**src/rtl/serializer_32_if.sv**
```systemverilog
// Handshake/data bundle between a parallel word source and serializer_32.
// The master drives load/D; the serializer drives the serial stream and its status.
interface serializer_32_if #(
  parameter int WIDTH = 32
);
  logic             load;
  logic [WIDTH-1:0] D;
  logic             S;
  logic             valid;
  logic             busy;
  logic             done;

  modport master (output load, D, input S, valid, busy, done);
  modport slave  (input load, D, output S, valid, busy, done);
endinterface

```
**src/rtl/serializer_32.sv**
```systemverilog
// Parallel-in, MSB-first serial-out unloader with valid/busy/done status.
// Optional trailing even-parity bit is compiled in with `define SERIALIZER_PARITY_EN.
module serializer_32 #(
  parameter int WIDTH = 32
) (
  input  logic           clk,
  input  logic           reset,
  serializer_32_if.slave bus
);
  localparam int             CW   = $clog2(WIDTH);
  localparam logic [CW-1:0]  LAST = CW'(WIDTH - 1);

`ifdef SERIALIZER_PARITY_EN
  typedef enum logic [1:0] {ST_IDLE = 2'd0, ST_SHIFT = 2'd1, ST_PAR = 2'd2, ST_DONE = 2'd3} state_t;
`else
  typedef enum logic [1:0] {ST_IDLE = 2'd0, ST_SHIFT = 2'd1, ST_DONE = 2'd3} state_t;
`endif

  state_t           r_state;
  state_t           w_next_state;
  logic [WIDTH-1:0] r_shreg;
  logic [CW-1:0]    r_count;
`ifdef SERIALIZER_PARITY_EN
  logic             r_par;
`endif

  // NOTE: sequential state uses non-blocking assignments so every register
  // samples pre-edge values, independent of process evaluation order.
  always_ff @(posedge clk or posedge reset) begin
    if (reset) r_state <= ST_IDLE;
    else       r_state <= w_next_state;
  end

  // Word is captured only in IDLE; later loads and D changes cannot disturb it.
  always_ff @(posedge clk or posedge reset) begin
    if (reset) begin
      r_shreg <= '0;
      r_count <= '0;
`ifdef SERIALIZER_PARITY_EN
      r_par   <= 1'b0;
`endif
    end else begin
      case (r_state)
        ST_IDLE: begin
          if (bus.load) begin
            r_shreg <= bus.D;
            r_count <= '0;
`ifdef SERIALIZER_PARITY_EN
            r_par   <= 1'b0;
`endif
          end
        end
        ST_SHIFT: begin
          r_shreg <= {r_shreg[WIDTH-2:0], 1'b0};
          r_count <= r_count + 1'b1;
`ifdef SERIALIZER_PARITY_EN
          r_par   <= r_par ^ r_shreg[WIDTH-1];
`endif
        end
        default: ;
      endcase
    end
  end

  // NOTE: every signal written here gets a default first, so no path through
  // the case can leave one unassigned and infer a latch.
  always_comb begin
    w_next_state = r_state;
    bus.S        = 1'b0;
    bus.valid    = 1'b0;
    bus.busy     = 1'b0;
    bus.done     = 1'b0;
    case (r_state)
      ST_IDLE: begin
        if (bus.load) w_next_state = ST_SHIFT;
      end
      ST_SHIFT: begin
        bus.S     = r_shreg[WIDTH-1];
        bus.valid = 1'b1;
        bus.busy  = 1'b1;
        if (r_count == LAST) begin
`ifdef SERIALIZER_PARITY_EN
          w_next_state = ST_PAR;
`else
          w_next_state = ST_DONE;
`endif
        end
      end
`ifdef SERIALIZER_PARITY_EN
      ST_PAR: begin
        // Accumulator holds the XOR of all WIDTH shifted bits by now.
        bus.S        = r_par;
        bus.valid    = 1'b1;
        bus.busy     = 1'b1;
        w_next_state = ST_DONE;
      end
`endif
      ST_DONE: begin
        bus.done     = 1'b1;
        bus.busy     = 1'b1;
        w_next_state = ST_IDLE;
      end
      default: w_next_state = ST_IDLE;
    endcase
  end
endmodule

```
**src/flat_wrapper.sv**
```systemverilog
// flat-port wrapper written by rule: the top's interface ports become plain ports
module serializer_32_flat 
#(
  parameter int WIDTH = 32
)
  (clk, reset, bus_load, bus_D, bus_S, bus_valid, bus_busy, bus_done);
  serializer_32_if #(.WIDTH(WIDTH)) bus_i ();
  input  logic clk;
  input  logic reset;
  input wire logic [$bits(bus_i.load)-1:0] bus_load;
  input wire logic [$bits(bus_i.D)-1:0] bus_D;
  output wire logic [$bits(bus_i.S)-1:0] bus_S;
  output wire logic [$bits(bus_i.valid)-1:0] bus_valid;
  output wire logic [$bits(bus_i.busy)-1:0] bus_busy;
  output wire logic [$bits(bus_i.done)-1:0] bus_done;
  assign bus_i.load = bus_load;
  assign bus_i.D = bus_D;
  assign bus_S = bus_i.S;
  assign bus_valid = bus_i.valid;
  assign bus_busy = bus_i.busy;
  assign bus_done = bus_i.done;
  serializer_32 #(.WIDTH(WIDTH)) u_core (.clk(clk), .reset(reset), .bus(bus_i));
endmodule
```
**config.mk**
```make
export PLATFORM = sky130hd
export DESIGN_NAME = serializer_32_flat
export DESIGN_NICKNAME = d
export VERILOG_FILES = /design/src/rtl/serializer_32_if.sv /design/src/rtl/serializer_32.sv /design/src/flat_wrapper.sv
export SDC_FILE = /design/constraint.sdc
export NUM_CORES = 1
export LEC_CHECK = 0
export CAP_MARGIN = 40
export CORE_ASPECT_RATIO = 0.6
export CORE_MARGIN = 1
export CORE_UTILIZATION = 29
export CTS_BUF_LIST = sky130_fd_sc_hd__clkbuf_8
export DETAILED_ROUTE_END_ITERATION = 8
export MAX_ROUTING_LAYER = met4
export SLEW_MARGIN = 40
export SYNTH_ARGS = -nofsm -noshare
export SYNTH_HDL_FRONTEND = slang
export SYNTH_SLANG_ARGS = --single-unit
```
**constraint.sdc**
```tcl
create_clock -name clk -period 2.37 [get_ports clk]
set_input_delay 0.3555 -clock clk [delete_from_list [all_inputs] [get_ports clk]]
set_output_delay 0.3555 -clock clk [all_outputs]
set_load 0.02 [all_outputs]
```
# ---- Word level (Yosys, flattened, before mapping)
# Index checks and enable logic that the tools add are counted.
dict set report classes {
  addsub 1
  multipliers 0
  div_mod_pow 0
  magnitude_cmp 0
  n_eq_ne 5
  shift 0
  muxes 11
  bitwise_logic 0
  n_reduce_logical 5
}
# operator count
set op_table {}
lappend op_table {{$pmux 32 s2} 1}
lappend op_table {{$mux 32} 1}
lappend op_table {{$pmux 5 s2} 1}
lappend op_table {{$add 5x1->5 const B} 1}
lappend op_table {{$eq 5x5->1 const B} 1}
lappend op_table {{$mux 5} 1}
lappend op_table {{$mux 1} 4}
lappend op_table {{$mux 2} 2}
lappend op_table {{$pmux 2 s2} 1}
lappend op_table {{$reduce_and 2->1} 2}
lappend op_table {{$eq 2x1->1 const B} 1}
lappend op_table {{$eq 2x2->1 const B} 1}
lappend op_table {{$logic_not 2->1} 1}
lappend op_table {{$ne 2x1->1 const B} 1}
lappend op_table {{$ne 2x2->1 const B} 1}
lappend op_table {{$reduce_bool 2->1} 1}
lappend op_table {{$reduce_or 2->1} 1}
dict set report word_totals {
  register_bits 39
  latchBits 0
  mem_bits_rw 0
  rom_bits 0
  inputBits 35
  out_inout_bits 4
  elab_cells 25
  n_memories 0
}

# ---- Logic depth before layout (Yosys ltp)
# Gate-level depths: netlist of the first run.
dict set report depth {
  word_depth 3
  mapped_depth 6
  mapped_depth_nobuf 4
}

# ---- Worst setup path after synthesis of the first run
# Ideal clock, no wire load.
dict set report synth_timing {
  path_kind {flip-flop to output port}
  from {reg u_core.r_state[1]}
  to {out bus_S}
  t_arrival_ns 1.165
  t_required_ns 2.014
  path_slack_ns 0.849
  stages_incl_launch_ff 6
  n_path_buf 3
  path_cell_list {dfrtp_1 > buf_4 > nor2b_1 > buf_4 > buf_4 > and2_1}
}
dict set report synth_between {
  elab_chain_len 2
}
# element line
set synth_lines {}
lappend synth_lines {{from (decl)} serializer_32.sv:19} ;# state_t r_state;
lappend synth_lines {{from (signal assigned)} serializer_32.sv:31} ;# else r_state <= w_next_state;
lappend synth_lines {{$eq 2x1->1} serializer_32.sv:73} ;# case (r_state)
lappend synth_lines {{$mux 1} serializer_32.sv:73}
lappend synth_lines {{to (decl)} flat_wrapper.sv:12} ;# output wire logic [$bits(bus_i.S)-1:0] bus_S;
# No other way between the ends.

# ---- Worst setup path in the final report of the first run
# Same ends and word-level chain as after synthesis.

==> results.tsv, run 1 <==
metric	value	unit
Tmin final	2070	ps
maximum net fanout on the critical path	4	
Mapped Cells	208	
Max stage delay cell, worst path	clkdlybuf4s50_1	
status	finished clean	
Worst setup SP type	register	
Finished Layout Cells	328	
Seq cells post-synth	39	
Root Buffer	clkbuf_8	
Filler cells	655	
Net Sw Frac	34.1	%
Place WS	512	ps
share of layout cells above drive strength 1	11.2	%
sequential area share after synthesis	47.5	%
fin crit share	87.3	%
# IOs	39	
CP required	2010	ps
Reg2Reg Depth	3	
Final #Nets	277	
total gr overflow	0	
Slew headroom	53.8	%
hpwl dp	3150	µm
DRC viols	0	
Comb power frac	34.1	%
Final Setup Violations	0	
Synth Net Count	245	
Port-buffer cells	38	
Row Count	23	
Via Count	1657	
CTS tree	yes	
RSZ-0062 raised after global routing	false	
Area growth, synth to finish	25.2	%
metal2 WL	2010	µm
Inst Count DP	320	
Yosys Warn Count	0	
pin count of the biggest net entering global routing	40	
metal3 WL	152	µm
Fin. Hold Viols	0	
number of buffers created by CTS	5	
crit path DAT	1710	ps
Worst VDD drop	0.324	mV
GPL Wtd Cong	0.655	
Sink Count	39	
max_cap viols	0	
worst-case clock buffer depth	2	
worst min path class	input pin to asynchronous set/reset pin	
vias in the first global route	1620	
max incr delay on CP	590	ps
Mapped Area	0.00205	mm²
worst skew pair latency	290	ps
critical path class	register to output pin	
GRT Overall Usage	14.8	%
Post-CTS Resized	0	
Max Used Layer	met4	
Die W	111	µm
Sequential Power Share	45.1	%
pins over their slew limit	0	
global-route wire length before repair	8290	µm
worst setup margin	301	ps
Pre-antenna DRT Iters	4	
Pwr Total	2.37	mW
crit path cell chain	nor2b_2, and2_1, clkdlybuf4s50_1	
Design Area, Final	0.00257	mm²
placed cell areas	0.00247	mm²
Routed wire per std cell	15.3	µm
reg2reg setup slack	830	ps
Ant. Diodes	0	
core region area	0.00676	mm²
antenna violations before repair	0	
syn_area_per_cell	9.87	µm²
Critical Path Sink Type	output pin	
worst hold slack	489	ps
final WL	5010	µm
M1 WL	2800	µm
CTS Hold Bufs	0	
Slew @ Worst Pin	693	ps
fin util	38.0	%
Sw Pwr	809	µW
setup TNS	0	ps
CTS H-Tree Depth	2	
vias per inst	5.05	
Netlist cell types	26	
Clock Skews	4.48	ps
Leak Pwr	1.04	nW
Die ar.	0.00743	mm²
Internal	1.56	mW
post-CTS setup repair buffer count	0	
Power Dens Cells	922	mW/mm²
RR Endpoint	u_core.r_shreg[24]	
Die Y	67.2	µm
Routed Antenna Nets	0	
initial DRC count	95	
r2r startpoint	u_core.r_state[1]	
fmax	483	MHz
Clk pwr share	20.8	%
initial core utilization	30.4	%
CTS clk-pin slew, worst paths	70	ps
[metal layers]
metal	vias to the layer above	track usage (%)
li1	812	-
met1	810	20.9
met2	28	21.4
met3	7	3.14
met4	0	4.50
met5	-	-
[cell usage in the layout (no fill, tap or decap)]
cell             synthesis  routed
and2b_2                  1       1
and2_1                   3       3
o21bai_4                 1       1
and2b_1                  1       1
buf_4                    6       6
and3b_1                  2       2
mux2_2                   1       1
nor2b_1                 30      29
ha_1                     2       2
a22o_1                   2       2
nor2b_2                  0       1
dfrtp_1                 39      39
o21ai_0                  2       2
inv_1                    2       3
a31oi_1                  1       1
o21ai_1                 32      32
a41oi_1                  1       1
clkbuf_8                 0       7
nor3b_1                  1       1
and3_1                   1       1
a21oi_1                 22      22
clkdlybuf4s50_1          0      38
a22oi_1                 29      29
nand2_1                  5       5
a21oi_2                 10      10
nand3_1                  1       1
[worst max-delay path by stage]
stage	cells past startpoint	startpoint	to
floorplan	5	u_core.r_state[1]	bus_S
global placement	4	bus_load	u_core.r_shreg[24]
detailed placement	4	bus_load	u_core.r_shreg[20]
CTS	3	u_core.r_state[1]	bus_S
global route	3	u_core.r_state[1]	bus_S
finish	3	u_core.r_state[1]	bus_S
[state kept, by name (all words and copies together) (netlist names)]
name / cells
u_core.r_shreg: 32
u_core.r_count: 5
u_core.r_state: 2
[worst max-delay path, delay by kind of cell (launching register included)]
kind	cells	cell delay [ps]
buffers and inverters	1	590
DFF	1	450
and+or+nand+nor	2	390
[Yosys cell counts]
cell type  count  share of area [%]
dfrtp_1       39                 48
o21ai_1       32                7.8
nor2b_1       30                9.1
a22oi_1       29                 11
a21oi_1       22                5.4
a21oi_2       10                4.3
clkbuf_1       8                1.5
buf_4          6                2.2
nand2_1        5               0.91
and2_1         3               0.91
buf_6          3                1.6
a22o_1         2               0.85
and3b_1        2               0.85
buf_2          2               0.49
ha_1           2                1.2
inv_1          2               0.37
o21ai_0        2               0.49
a31oi_1        1               0.30
a41oi_1        1               0.43
and2b_1        1               0.37
and2b_2        1               0.43
and3_1         1               0.30
mux2_2         1               0.55
nand3_1        1               0.24
nor3b_1        1               0.37
o21bai_4       1               0.91
[kinds of logic (layout without fill, tap and decap cells)]
kind of cell             after synthesis  count (layout)  share of synthesized area, %
multiplexers                           1               1                         0.548
AND/OR/NAND/NOR                       45              45                          13.5
adder cells (fa/ha/maj)                2               2                          1.22
flip-flops                            39              39                          47.5
AO/OA/AOI/OAI                        100             100                          31.0
buffers and inverters                 21              54                          6.15
[power by group through the flow]
stage	Combinational (mW)	Sequential (mW)	Clock, mW
6_report	0.810	1.07	0.493
5_1_grt	0.920	1.10	0.541
4_1_cts	0.820	1.07	0.510
3_5_place_dp	0.818	1.08	0
3_3_place_gp	0.800	1.07	0
2_1_floorplan	0.638	1.03	0
[area by class of cell]
type                       count  area (µm²)  area share (%)
multi-input combinational    148         953            37.1
sequential                    39         976            38.0
clock buffer                   7        96.3            3.75
inverter                       2        7.51           0.292
clock inverter                 1        3.75           0.146
timing repair buffer          44         425            16.5
tap                           87         109            4.23
(Power assumes the default switching activity.)
==> inputs of run 2 (changes only) <==
==> constraint.sdc (replaced) <==
create_clock -name clk -period 1.9 [get_ports clk]
set_input_delay 0.285 -clock clk [delete_from_list [all_inputs] [get_ports clk]]
set_output_delay 0.285 -clock clk [all_outputs]
set_load 0.02 [all_outputs]
==> results.tsv, run 2 (synthesis gave the netlist of run 1 again) <==
metric	value	unit	change
status	finished clean		
Final Setup Violations	0		unchanged
CTS Hold Bufs	0		unchanged
Place WS	127	ps	-385 ps
Slew @ Worst Pin	716	ps	+23.4 ps
vias in the first global route	1622		+0.12%
Clk pwr share	19.1	%	-1.7 points
DRC viols	0		unchanged
Sink Count	39		unchanged
GR Util met3	4.04	%	+0.90 points
Slew headroom	52.3	%	-1.6 points
total gr overflow	0		unchanged
Critical path buffers and inverters	1		unchanged
grt met1 use	21.9	%	+1.1 points
pins over their slew limit	0		unchanged
CP required	1620	ps	-390 ps
pin count of the biggest net entering global routing	40		unchanged
Fin. Hold Viols	0		unchanged
crit path cell chain	nor2b_4, clkdlybuf4s50_1		
Leak Pwr	1.07	nW	+2.9%
vias per inst	4.98		-1.5%
Internal	1.94	mW	+24%
Largest regs	u_core.r_shreg (32), u_core.r_count (5), u_core.r_state (2)		
# IOs	39		unchanged
Tmin final	1850	ps	
Worst setup SP type	register		
Largest Register	u_core.r_shreg		
cell family with most CP delay	buffers and inverters		
worst-case clock buffer depth	2		unchanged
FF+latch area	976	µm²	unchanged
worst skew pair latency	280	ps	about the same
core region area	0.00676	mm²	unchanged
max incr delay on CP	630	ps	+40 ps
Finished Layout Cells	330		+0.61%
number of buffers created by CTS	5		unchanged
Die Y	67.2	µm	unchanged
GRT met2 Usage	20.5	%	-0.85 points
initial DRC count	96		+1.1%
Largest register FFs	32		unchanged
Via Count	1642		-0.91%
RSZ-0062 raised after global routing	false		
Power Dens Cells	1130	mW/mm²	+23%
Worst VDD drop	0.451	mV	+39%
Port-buffer cells	38		unchanged
Pre-antenna DRT Iters	4		unchanged
Clock Skews	4.58	ps	+0.0984 ps
critical path class	register to output pin		
worst min path class	input pin to asynchronous set/reset pin		
Area growth, synth to finish	26.8	%	
hpwl dp	3120	µm	-0.78%
setup TNS	0	ps	unchanged
Pwr Total	2.95	mW	+24%
Routed Antenna Nets	0		unchanged
Root Buffer	clkbuf_8		
initial core utilization	30.4	%	unchanged
Die ar.	0.00743	mm²	unchanged
Ant. Diodes	0		unchanged
CTS clk-pin slew, worst paths	70	ps	about the same
CTS tree	yes		
antenna violations before repair	0		unchanged
Max stage delay cell, worst path	clkdlybuf4s50_1		
layer with the highest usage	met1		
Net Sw Frac	34.3	%	+0.23 points
max_cap viols	0		unchanged
fmax	541	MHz	
worst setup margin	51.3	ps	-249 ps
Sequential Power Share	45.4	%	+0.3 points
Inst Count DP	322		+0.63%
GPL Wtd Cong	0.736		+12%
Sw Pwr	1.01	mW	+25%
fin crit share	97.3	%	
Row Count	23		unchanged
Final #Nets	280		+1.1%
Routed wire per std cell	14.9	µm	-2.3%
Die W	111	µm	unchanged
Filler cells	665		+1.5%
commonest non-fill, non-tap cell in the layout	dfrtp_1		
final WL	4930	µm	-1.7%
commonest cells after routing, fill and taps aside	39 x dfrtp_1, 35 x clkdlybuf4s50_1, 32 x o21ai_1		
Critical Path Sink Type	output pin		
crit path DAT	1560	ps	-150 ps
global-route wire length before repair	8360	µm	+0.83%
CTS H-Tree Depth	2		unchanged
GRT Overall Usage	14.9	%	+0.054 points
share of layout cells above drive strength 1	12.3	%	+1.1 points
Comb power frac	35.4	%	+1.3 points
worst hold slack	424	ps	-64.1 ps
maximum net fanout on the critical path	4		unchanged
footprint of the multi-input gates	958	µm²	+0.52%
==> run 2: cell count changes in the layout (fill, tap and decap cells not counted) <==
cell / previous run / this run
nor2b_2: 1 / 0
clkinv_2: 0 / 1
clkbuf_8: 7 / 6
buf_6: 0 / 1
inv_1: 3 / 2
buf_4: 6 / 7
dlymetal6s2s_1: 0 / 1
buf_12: 0 / 1
dlygate4sd2_1: 0 / 2
nor2b_4: 0 / 1
clkdlybuf4s50_1: 38 / 35
==> run 2: repair_timing <==
action / CTS / global route
gates resized for setup: 4 / 1
buffers inserted: 1 / 0
setup endpoints to repair: 3 / 1
==> run 2: path summary, 6_finish.rpt <==
path / startpoint / end / slack [ps] / cells after the start
worst max-delay path: u_core.r_state[0] / bus_valid / 50 / 2
worst min-delay path: reset / u_core.r_shreg[20] / 420 / 3
worst max register to register: u_core.r_state[1] / u_core.r_shreg[2] / 180 / 4
worst min register to register: u_core.r_count[3] / u_core.r_count[3] / 490 / 1
max in group asynchronous: reset / u_core.r_count[4] / 1130 / 3
min in group clk: u_core.r_count[3] / u_core.r_count[3] / 490 / 1
==> run 2: worst min-delay path, cell delays in order <==
cell and delay (ps):
clkdlybuf4s50_1 400, inv_1 50, buf_4 420
==> run 2: power by group through the flow <==
stage	clock (mW)	sequential [mW]	combinational, mW
after global placement	0	1.34	1.03
after CTS	0.585	1.33	1.06
after global routing	0.623	1.39	1.18
after floorplan	0	1.28	0.795
final	0.564	1.34	1.05
after detailed placement	0	1.34	1.05
==> run 2: area by class of cell <==
| type | count | area share [%] |
|---|---|---|
| Timing Repair Buffer | 47 | 17.8 |
| Sequential cell | 39 | 37.5 |
| Tap cell | 87 | 4.18 |
| Inverter | 2 | 0.288 |
| Multi-Input combinational cell | 148 | 36.8 |
| Clock inverter | 1 | 0.192 |
| Clock buffer | 6 | 3.17 |
==> run 2: layer usage <==
layer / up-vias / wire (µm)
met5: - / 0
met4: 0 / 0
met3: 0 / 205
met2: 44 / 2010
met1: 781 / 2710
li1: 817 / -
==> run 2: metrics by stage <==
step | area [µm²] | utilization (%)
floorplan | 2050 | -
global placement | 2500 | 36.9
detailed placement | 2500 | 36.9
CTS | 2600 | 38.4
global route | 2600 | 38.5
finish | 2600 | 38.5
==> inputs of run 3 (changes only) <==
--- a/config.mk
+++ b/config.mk
@@ -8,10 +8,12 @@
 export CAP_MARGIN = 40
 export CORE_ASPECT_RATIO = 0.6
 export CORE_MARGIN = 1
-export CORE_UTILIZATION = 29
+export CORE_UTILIZATION = 48
 export CTS_BUF_LIST = sky130_fd_sc_hd__clkbuf_8
 export DETAILED_ROUTE_END_ITERATION = 8
 export MAX_ROUTING_LAYER = met4
+export PLACE_DENSITY = 0.78
+export SETUP_SLACK_MARGIN = 0.3
 export SLEW_MARGIN = 40
 export SYNTH_ARGS = -nofsm -noshare
 export SYNTH_HDL_FRONTEND = slang
==> results.tsv, run 3 (synthesis gave the netlist of run 1 again) <==
metric	value	unit	change
Pre-antenna DRT Iters	4		unchanged
RSZ-0062 raised after global routing	true		
hpwl dp	3090	µm	-1.1%
CP required	1620	ps	about the same
initial DRC count	138		+44%
Max stage delay cell, worst path	dfrtp_1		
Clk pwr share	20.7	%	+1.6 points
Port-buffer cells	38		unchanged
max_cap viols	0		unchanged
CTS tree	yes		
worst skew pair latency	290	ps	about the same
Internal	1.96	mW	+1.3%
worst hold slack	410	ps	-14.2 ps
Largest regs	u_core.r_shreg (32), u_core.r_count (5), u_core.r_state (2)		
Worst setup SP type	register		
Via Count	1704		+3.8%
pin count of the biggest net entering global routing	40		unchanged
Die ar.	0.00455	mm²	-39%
Sequential Power Share	44.9	%	-0.5 points
Filler cells	338		-49%
vias in the first global route	1627		+0.31%
Root Buffer	clkbuf_8		
max incr delay on CP	430	ps	-200 ps
Worst VDD drop	0.737	mV	+63%
global-route wire length before repair	7720	µm	-7.7%
Final Setup Violations	0		unchanged
pins over their slew limit	0		unchanged
fin crit share	82.2	%	-15 points
crit path cell chain	buf_6, and2_1, clkdlybuf4s15_2		
Die Y	52.7	µm	-22%
Largest register FFs	32		unchanged
number of buffers created by CTS	5		unchanged
FF+latch area	976	µm²	unchanged
Leak Pwr	1.06	nW	-0.60%
Sw Pwr	1.04	mW	+2.7%
setup TNS	0	ps	unchanged
placed cell areas	0.00246	mm²	-1.7%
Design Area, Final	0.00257	mm²	-1.2%
core region area	0.00387	mm²	-43%
worst-case clock buffer depth	2		unchanged
total gr overflow	0		unchanged
GRT Overall Usage	23.4	%	+8.5 points
Power Dens Cells	1170	mW/mm²	+3.0%
commonest non-fill, non-tap cell in the layout	dfrtp_1		
CTS Hold Bufs	0		unchanged
CTS H-Tree Depth	2		unchanged
maximum net fanout on the critical path	8		+4
Fin. Hold Viols	0		unchanged
Final #Nets	281		+0.36%
Die W	86.4	µm	-22%
Ant. Diodes	0		unchanged
Slew @ Worst Pin	496	ps	-220 ps
CTS clk-pin slew, worst paths	80	ps	about the same
Critical Path Sink Type	output pin		
Clock Skews	6.66	ps	+2.08 ps
GPL Wtd Cong	0.791		+7.5%
share of layout cells above drive strength 1	13.9	%	+1.5 points
critical path class	register to output pin		
worst min path class	input pin to asynchronous set/reset pin		
commonest cells after routing, fill and taps aside	39 x dfrtp_1, 34 x clkdlybuf4s50_1, 32 x o21ai_1		
Area growth, synth to finish	25.2	%	
Tmin final	1560	ps	-287 ps
Comb power frac	34.4	%	-1.0 points
# IOs	39		unchanged
antenna violations before repair	0		unchanged
status	finished clean		
footprint of the multi-input gates	960	µm²	+0.13%
crit path DAT	1280	ps	-280 ps
Routed Antenna Nets	0		unchanged
Sink Count	39		unchanged
Slew headroom	66.9	%	+15 points
initial core utilization	53.0	%	+23 points
Row Count	17		-26%
fmax	640	MHz	+18%
DRC viols	0		unchanged
Net Sw Frac	34.6	%	+0.31 points
Routed wire per std cell	15.4	µm	+2.9%
Largest Register	u_core.r_shreg		
final WL	4640	µm	-5.8%
vias per inst	5.64		+13%
reg2reg setup slack	400	ps	+220 ps
==> run 3: final timing paths <==
path | end | startpoint | cells past startpoint
setup / recovery | bus_done | u_core.r_state[1] | 3
hold / removal | u_core.r_shreg[22] | reset | 3
setup reg to reg | u_core.r_shreg[28] | u_core.r_state[1] | 4
hold reg to reg | u_core.r_count[3] | u_core.r_count[3] | 1
max in group asynchronous | u_core.r_shreg[25] | reset | 3
min in group clk | u_core.r_count[3] | u_core.r_count[3] | 1
==> run 3: layout make-up <==
cell class | count | area share [%]
tap | 57 | 2.77
multi-input combinational | 148 | 37.3
clock buffer | 7 | 3.75
inverter | 2 | 0.292
sequential | 39 | 38.0
timing repair buffer | 48 | 17.6
clock inverter | 1 | 0.292
==> run 3: routing by layer <==
layer	vias to the layer above	global-route usage, %	part of all wire (%)
met4	0	5.83	0.97
met3	6	4.88	5.2
met1	817	32.2	50
met2	57	35.7	44
met5	-	-	0
li1	824	-	-
==> run 3: power groups by stage <==
| stage | logic [mW] | clock network, mW | registers (mW) |
|---|---|---|---|
| finish | 1.03 | 0.622 | 1.35 |
| global route | 1.16 | 0.663 | 1.38 |
| CTS | 1.04 | 0.629 | 1.34 |
| detailed placement | 1.05 | 0 | 1.34 |
| global placement | 1.00 | 0 | 1.34 |
| floorplan | 0.795 | 0 | 1.28 |
==> run 3: what timing repair did <==
action                                 4_1_cts  5_1_grt
setup endpoints to repair                   20       12
gates resized for setup                      8        3
buffers inserted                             0        1
endpoints found under the hold margin        0        0
==> run 3: worst max-delay path, delay by kind of cell, from the launching register on <==
kind / cells / cell delay [ps]
and+or+nand+nor: 1 / 150
buffers and inverters: 2 / 410
DFF: 1 / 430
==> run 3: stage by stage <==
| step | worst slack [ps] | power (mW) | util (%) | std cells |
|---|---|---|---|---|
| global placement | 166 | 2.34 | 63.4 | 293 |
| CTS | 273 | 3.00 | 66.2 | 301 |
| finish | 338 | 3.00 | 66.4 | 302 |
| global route | 299 | 3.21 | 66.4 | 302 |
| detailed placement | 127 | 2.39 | 63.4 | 293 |
| floorplan | 450 | 2.08 | - | 208 |
==> RTL change 1, RTL diff (config.mk and constraints of run 2) <==
`WIDTH` is set to 32 in 3 places; all go to 64.
--- a/src/rtl/serializer_32_if.sv
+++ b/src/rtl/serializer_32_if.sv
@@ -2,5 +2,5 @@
 // The master drives load/D; the serializer drives the serial stream and its status.
 interface serializer_32_if #(
-  parameter int WIDTH = 32
+  parameter int WIDTH = 64
 );
   logic             load;
--- a/src/rtl/serializer_32.sv
+++ b/src/rtl/serializer_32.sv
@@ -2,5 +2,5 @@
 // Optional trailing even-parity bit is compiled in with `define SERIALIZER_PARITY_EN.
 module serializer_32 #(
-  parameter int WIDTH = 32
+  parameter int WIDTH = 64
 ) (
   input  logic           clk,
--- a/src/flat_wrapper.sv
+++ b/src/flat_wrapper.sv
@@ -2,5 +2,5 @@
 module serializer_32_flat 
 #(
-  parameter int WIDTH = 32
+  parameter int WIDTH = 64
 )
   (clk, reset, bus_load, bus_D, bus_S, bus_valid, bus_busy, bus_done);
Ports: changed (resized bus_D); port bits go from 39 to 71. The function was not compared with the original's and may differ.
==> RTL change 1 against run 2 <==
Sequential power rose by 84%; total power rose by 78%; largest cell class unchanged; critical path type unchanged; critical endpoint is now bus_S; register-to-register slack improved by 0.19 ns; sequential cell count rose by 33; non-clock buffer count rose by 35; worst setup slack improved by 0.064 ns; first-iteration DRC count rose to 2.7 times the old value; count of clock-buffer cells in the layout rose by 6; area after synthesis rose by 79%; design area rose by 81%; clock power rose by 150%; wire length rose by 87%; largest power group unchanged.
==> RTL change 1: results (changes against run 2) <==
synth_area_leaders: "dfrtp_1, and3b_1, a21oi_1"  # was dfrtp_1, a22oi_1, nor2b_1
status: "finished, final reports clean"  # unchanged
post_cts_resized: 3  # was 4
ys_top_cells_by_count: "dfrtp_1, a21oi_1, nand2_1"  # was dfrtp_1, o21ai_1, nor2b_1
cts-htree-levels: 3  # was 2
rrSetupSlack_ns: 0.37  # was 0.18 ns
reg_top3: "u_core.r_shreg: 64 flops, u_core.r_count: 6 flops, u_core.r_state: 2 flops"  # was u_core.r_shreg: 32 flops, u_core.r_count: 5 flops, u_core.r_state: 2 flops
endpoint: "bus_S"  # was bus_valid
grt_pass1_wl_um: 14940  # was 8362 um
cp-startpoint: "u_core.r_state[1]"  # was u_core.r_state[0]
highest-signal-layer: "met4"  # was met3
synth_seq_area_share_pct: 49.15  # was 47.53%
clkLatencyLatePin_ns: 0.34  # was 0.28 ns
port-buffer-count: 70  # was 38
cp_max_fo: 6  # was 4
stdcell_count: 619  # was 330
syn_avg_cell_area_um2: 9.328  # was 9.871 um2
grt.met2_usage_pct: 20.45  # was 20.50%
synth_nets: 461  # was 245
ir_drop_v: 0.0003756  # was 0.0004510 V
grt_pass1_vias: 2914  # was 1,622
dp_hpwl_um: 6126  # was 3123 um
place_ws_ns: 0.1726  # was 0.1270 ns
fill_cells: 1215  # was 665
dr_wl_met3_um: 447  # was 205 um
wirelength_um: 9233  # was 4925 um
p_leak_uw: 0.002114  # was 0.001071 uW
gr-usage-met1_pct: 21.89  # was 21.93%
final_nets: 517  # was 280
-- RTL change 1: cell types whose count changed after synthesis, moves of 4 or more --
cell and delta:
nand2_1 +36, dfrtp_1 +33, o21ai_1 +4, o21ai_0 +31, a21oi_2 -10, a21oi_1 +41
and3b_1 +35, buf_2 +18
-- RTL change 1: metrics by stage --
stage | hold WS [ns] | instance area [um2] | total power [uW] | util (%)
final | 0.2126 | 4712 | 5247 | 38.69
after global routing | 0.1835 | 4712 | 5613 | 38.69
after CTS | 0.1839 | 4711 | 5295 | 38.68
after detailed placement | 0.4672 | 4482 | 3882 | 36.80
after global placement | 0.4624 | 4477 | 3787 | 36.76
after floorplan | 0.4175 | 3670 | 3404 | -
-- RTL change 1: cells by family (layout without fill, tap and decap cells) --
| kind of cell | after synthesis | count (layout) | synth area share (%) |
|---|---|---|---|
| AOI/OAI and AO/OA | 161 | 161 | 24.33 |
| adders and majority gates | 1 | 1 | 0.3412 |
| buffers and inverters | 40 | 101 | 5.905 |
| DFF | 72 | 72 | 49.15 |
| muxes | 3 | 3 | 0.8191 |
| and+or+nand+nor | 116 | 116 | 19.45 |
-- RTL change 1: power breakdown --
group / internal [uW] / switching (uW)
registers: 2080 / 390
logic: 696 / 679
clock network: 839 / 561
-- RTL change 1: final cells by class --
| type | count | share of cell area (%) |
|---|---|---|
| flip-flops and latches | 72 | 38.34 |
| multi-input cells | 281 | 35.13 |
| repair buffers | 82 | 16.89 |
| well taps | 165 | 4.381 |
| clock buffers | 12 | 3.505 |
| clock inverters | 4 | 1.434 |
| inverters | 3 | 0.3186 |
-- RTL change 1: critical path, stage by stage (launching register included) --
cell and delay [ns]:
dfrtp_2 0.45, nand2b_2 0.22, inv_2 0.07, and2_1 0.11
clkdlybuf4s15_1 0.29
==> RTL change 2, RTL diff (settings of run 2) <==
Without the edit above. Encoding of `state_t`: now one-hot (3 bits for 3 states).
--- a/src/rtl/serializer_32.sv
+++ b/src/rtl/serializer_32.sv
@@ -14,5 +14,5 @@
   typedef enum logic [1:0] {ST_IDLE = 2'd0, ST_SHIFT = 2'd1, ST_PAR = 2'd2, ST_DONE = 2'd3} state_t;
 `else
-  typedef enum logic [1:0] {ST_IDLE = 2'd0, ST_SHIFT = 2'd1, ST_DONE = 2'd3} state_t;
+  typedef enum logic [2:0] {ST_IDLE = 3'b001, ST_SHIFT = 3'b010, ST_DONE = 3'b100} state_t;
 `endif
 
Behaviour: no difference found for any inputs over 10 cycles, from zero or initial values and one cycle with reset high; not proved beyond that.
==> RTL change 2 against run 2 <==
Worst setup slack better by 0.026 ns; total power is 8.4% higher; die area shrank 8.9%; wire length shrank 26%; via count decreased by 22%; sequential cell count increased by 1; critical path depth increased by 2; area after synthesis down 9.1%; maximum frequency up 1.4%; global-route usage fell by 2.3 points; design area decreased by 6.3%; synthesized cell count decreased by 19%; count of clock-buffer cells in the layout is the same.
==> RTL change 2: results (changes against run 2) <==
status: "finished, final reports clean"  # unchanged
reg2reg_to: "u_core.r_shreg[8]"  # was u_core.r_shreg[2]
synthArstFlopShare_pct: 100.0  # unchanged
skew_ns: 0.003289  # was 0.004582 ns
critPathKind: "flip-flop to output port"  # unchanged
yosysWarnings: 0  # unchanged
cts_root_buf: "clkbuf_8"  # unchanged
grt_use_total_pct: 12.55  # was 14.88%
numCtsBuffers: 5  # unchanged
drt-initial-drc-count: 55  # was 96
ir_drop_v: 0.0005109  # was 0.0004510 V
antenna_found_initial: 0  # unchanged
p_leak_uw: 0.001015  # was 0.001071 uW
diodes: 0  # unchanged
dp_hpwl_um: 2513  # was 3123 um
drt-pass1-iter-count: 4  # unchanged
worstPathArrival_ns: 1.54  # was 1.56 ns
ys_top_cells_by_count: "dfrtp_1, mux2i_1, nand2_1"  # was dfrtp_1, o21ai_1, nor2b_1
cts-htree-levels: 2  # unchanged
routabilityCongestion: 0.7204  # was 0.7364
hp-class: "primary input to async pin"  # unchanged
tns_ns: 0  # unchanged
grt_max_degree: 41  # was 40
drive_gt1_share_pct: 11.79  # was 12.35%
cp-startpoint: "u_core.r_state[0]"  # unchanged
port-buffer-count: 38  # unchanged
synth.distinct_cells: 27  # was 26
reg_top3: "u_core.r_shreg: 32 flops, u_core.r_count: 5 flops, u_core.r_state: 3 flops"  # was u_core.r_shreg: 32 flops, u_core.r_count: 5 flops, u_core.r_state: 2 flops
grt_pass1_vias: 1285  # was 1,622
synth_seq_area_share_pct: 53.69  # was 47.53%
synth_area_leaders: "dfrtp_1, mux2i_1, o21ai_1"  # was dfrtp_1, a22oi_1, nor2b_1
clkLatencyLatePin_ns: 0.28  # about the same
timing.rr.start: "u_core.r_state[2]"  # was u_core.r_state[1]
clk_pin_slew_ns: 0.08
cts_setup_buffers: 0  # was 1
cts_buffer_depth: 2  # unchanged
rrSetupSlack_ns: 0.31  # was 0.18 ns
relSlewSlack_pct: 65.93  # was 52.27%
worst-r2r-cell-count: 5  # was 4
routed_via_density: 4.338  # was 4.976
dpl_cell_area_um2: 2354  # was 2499 um2
final_nets: 248  # was 280
cp_max_fo: 4  # unchanged
wire_per_inst_um: 12.32  # was 14.92 um
grt_pass1_wl_um: 6341  # was 8362 um
synth_nets: 206  # was 245
RTL change 2: changes by cell type after synthesis, moves of 4 or more:
cell      before  now
clkbuf_1       8    0
nand2_1        5   32
a22oi_1       29    0
a21oi_1       22    0
mux2i_1        0   33
nor2b_1       30    0
a21oi_2       10    0
o21ai_1       32   28
RTL change 2: kinds of logic (layout without fill, tap and decap cells):
| logic type | after synthesis | count (layout) | synth area share (%) |
|---|---|---|---|
| xor+xnor | 1 | 1 | 0.4693 |
| buf+inv | 13 | 56 | 4.959 |
| mux | 35 | 35 | 19.10 |
| simple gates | 43 | 43 | 10.32 |
| compound gates | 35 | 35 | 10.12 |
| fa+ha+maj | 2 | 2 | 1.340 |
| flops | 40 | 40 | 53.69 |
RTL change 2: cell type report:
| class | count | area (um2) |
|---|---|---|
| clock inverters | 2 | 10.01 |
| well taps | 84 | 105.1 |
| fillers | 624 | 3726 |
| clock buffers | 6 | 82.58 |
| repair buffers | 46 | 459.2 |
| multi-input cells | 116 | 772.0 |
| inverters | 2 | 8.758 |
| flip-flops and latches | 40 | 1002 |
RTL change 2: worst max path at each step:
| stage | to | slack [ns] | cells past startpoint |
|---|---|---|---|
| 2_1_floorplan | bus_busy | 0.35 | 4 |
| 3_3_place_gp | bus_busy | 0.1 | 4 |
| 3_5_place_dp | bus_busy | 0.08 | 4 |
| 4_1_cts | bus_busy | 0.008 | 4 |
| 5_1_grt | bus_valid | 0.006 | 3 |
| 6_report | bus_S | 0.08 | 4 |
RTL change 2: metrics by stage:
step           instances  power, uW  setup slack (ns)  hold slack, ns  utilization [%]
2_1_floorplan        169       2345            0.3463          0.4413                -
3_3_place_gp         288       2638           0.09820          0.4628            38.17
3_5_place_dp         288       2661           0.08499          0.4676            38.17
4_1_cts              296       3251          0.008054          0.4414            39.61
5_1_grt              296       3482          0.006237          0.4857            39.57
6_report             296       3200           0.07718          0.4215            39.57
RTL change 2: critical path, cell delays in order (launching register included):
cell and delay, ns:
dfstp_2 0.38, or3b_4 0.40, clkinv_2 0.07, and2_1 0.12, clkdlybuf4s15_1 0.29
RTL change 2: what timing repair did:
| item | 4_1_cts | 5_1_grt |
|---|---|---|
| setup endpoints to repair | 4 | 3 |
| endpoints found under the hold margin | 0 | 0 |
| resized for setup | 5 | 3 |
RTL change 2: routing by layer:
layer  global-route usage (%)  wire length, um
met3                    5.408              288
met5                        -                0
met2                    16.86             1368
met1                    16.94             1959
met4                    3.646               32
RTL change 2: power breakdown:
| group | switching, uW | total (uW) | internal (uW) |
|---|---|---|---|
| combinational | 574 | 1160 | 587 |
| clock | 288 | 578 | 290 |
| sequential | 207 | 1460 | 1250 |
| total | 1070 | 3200 | 2130 |
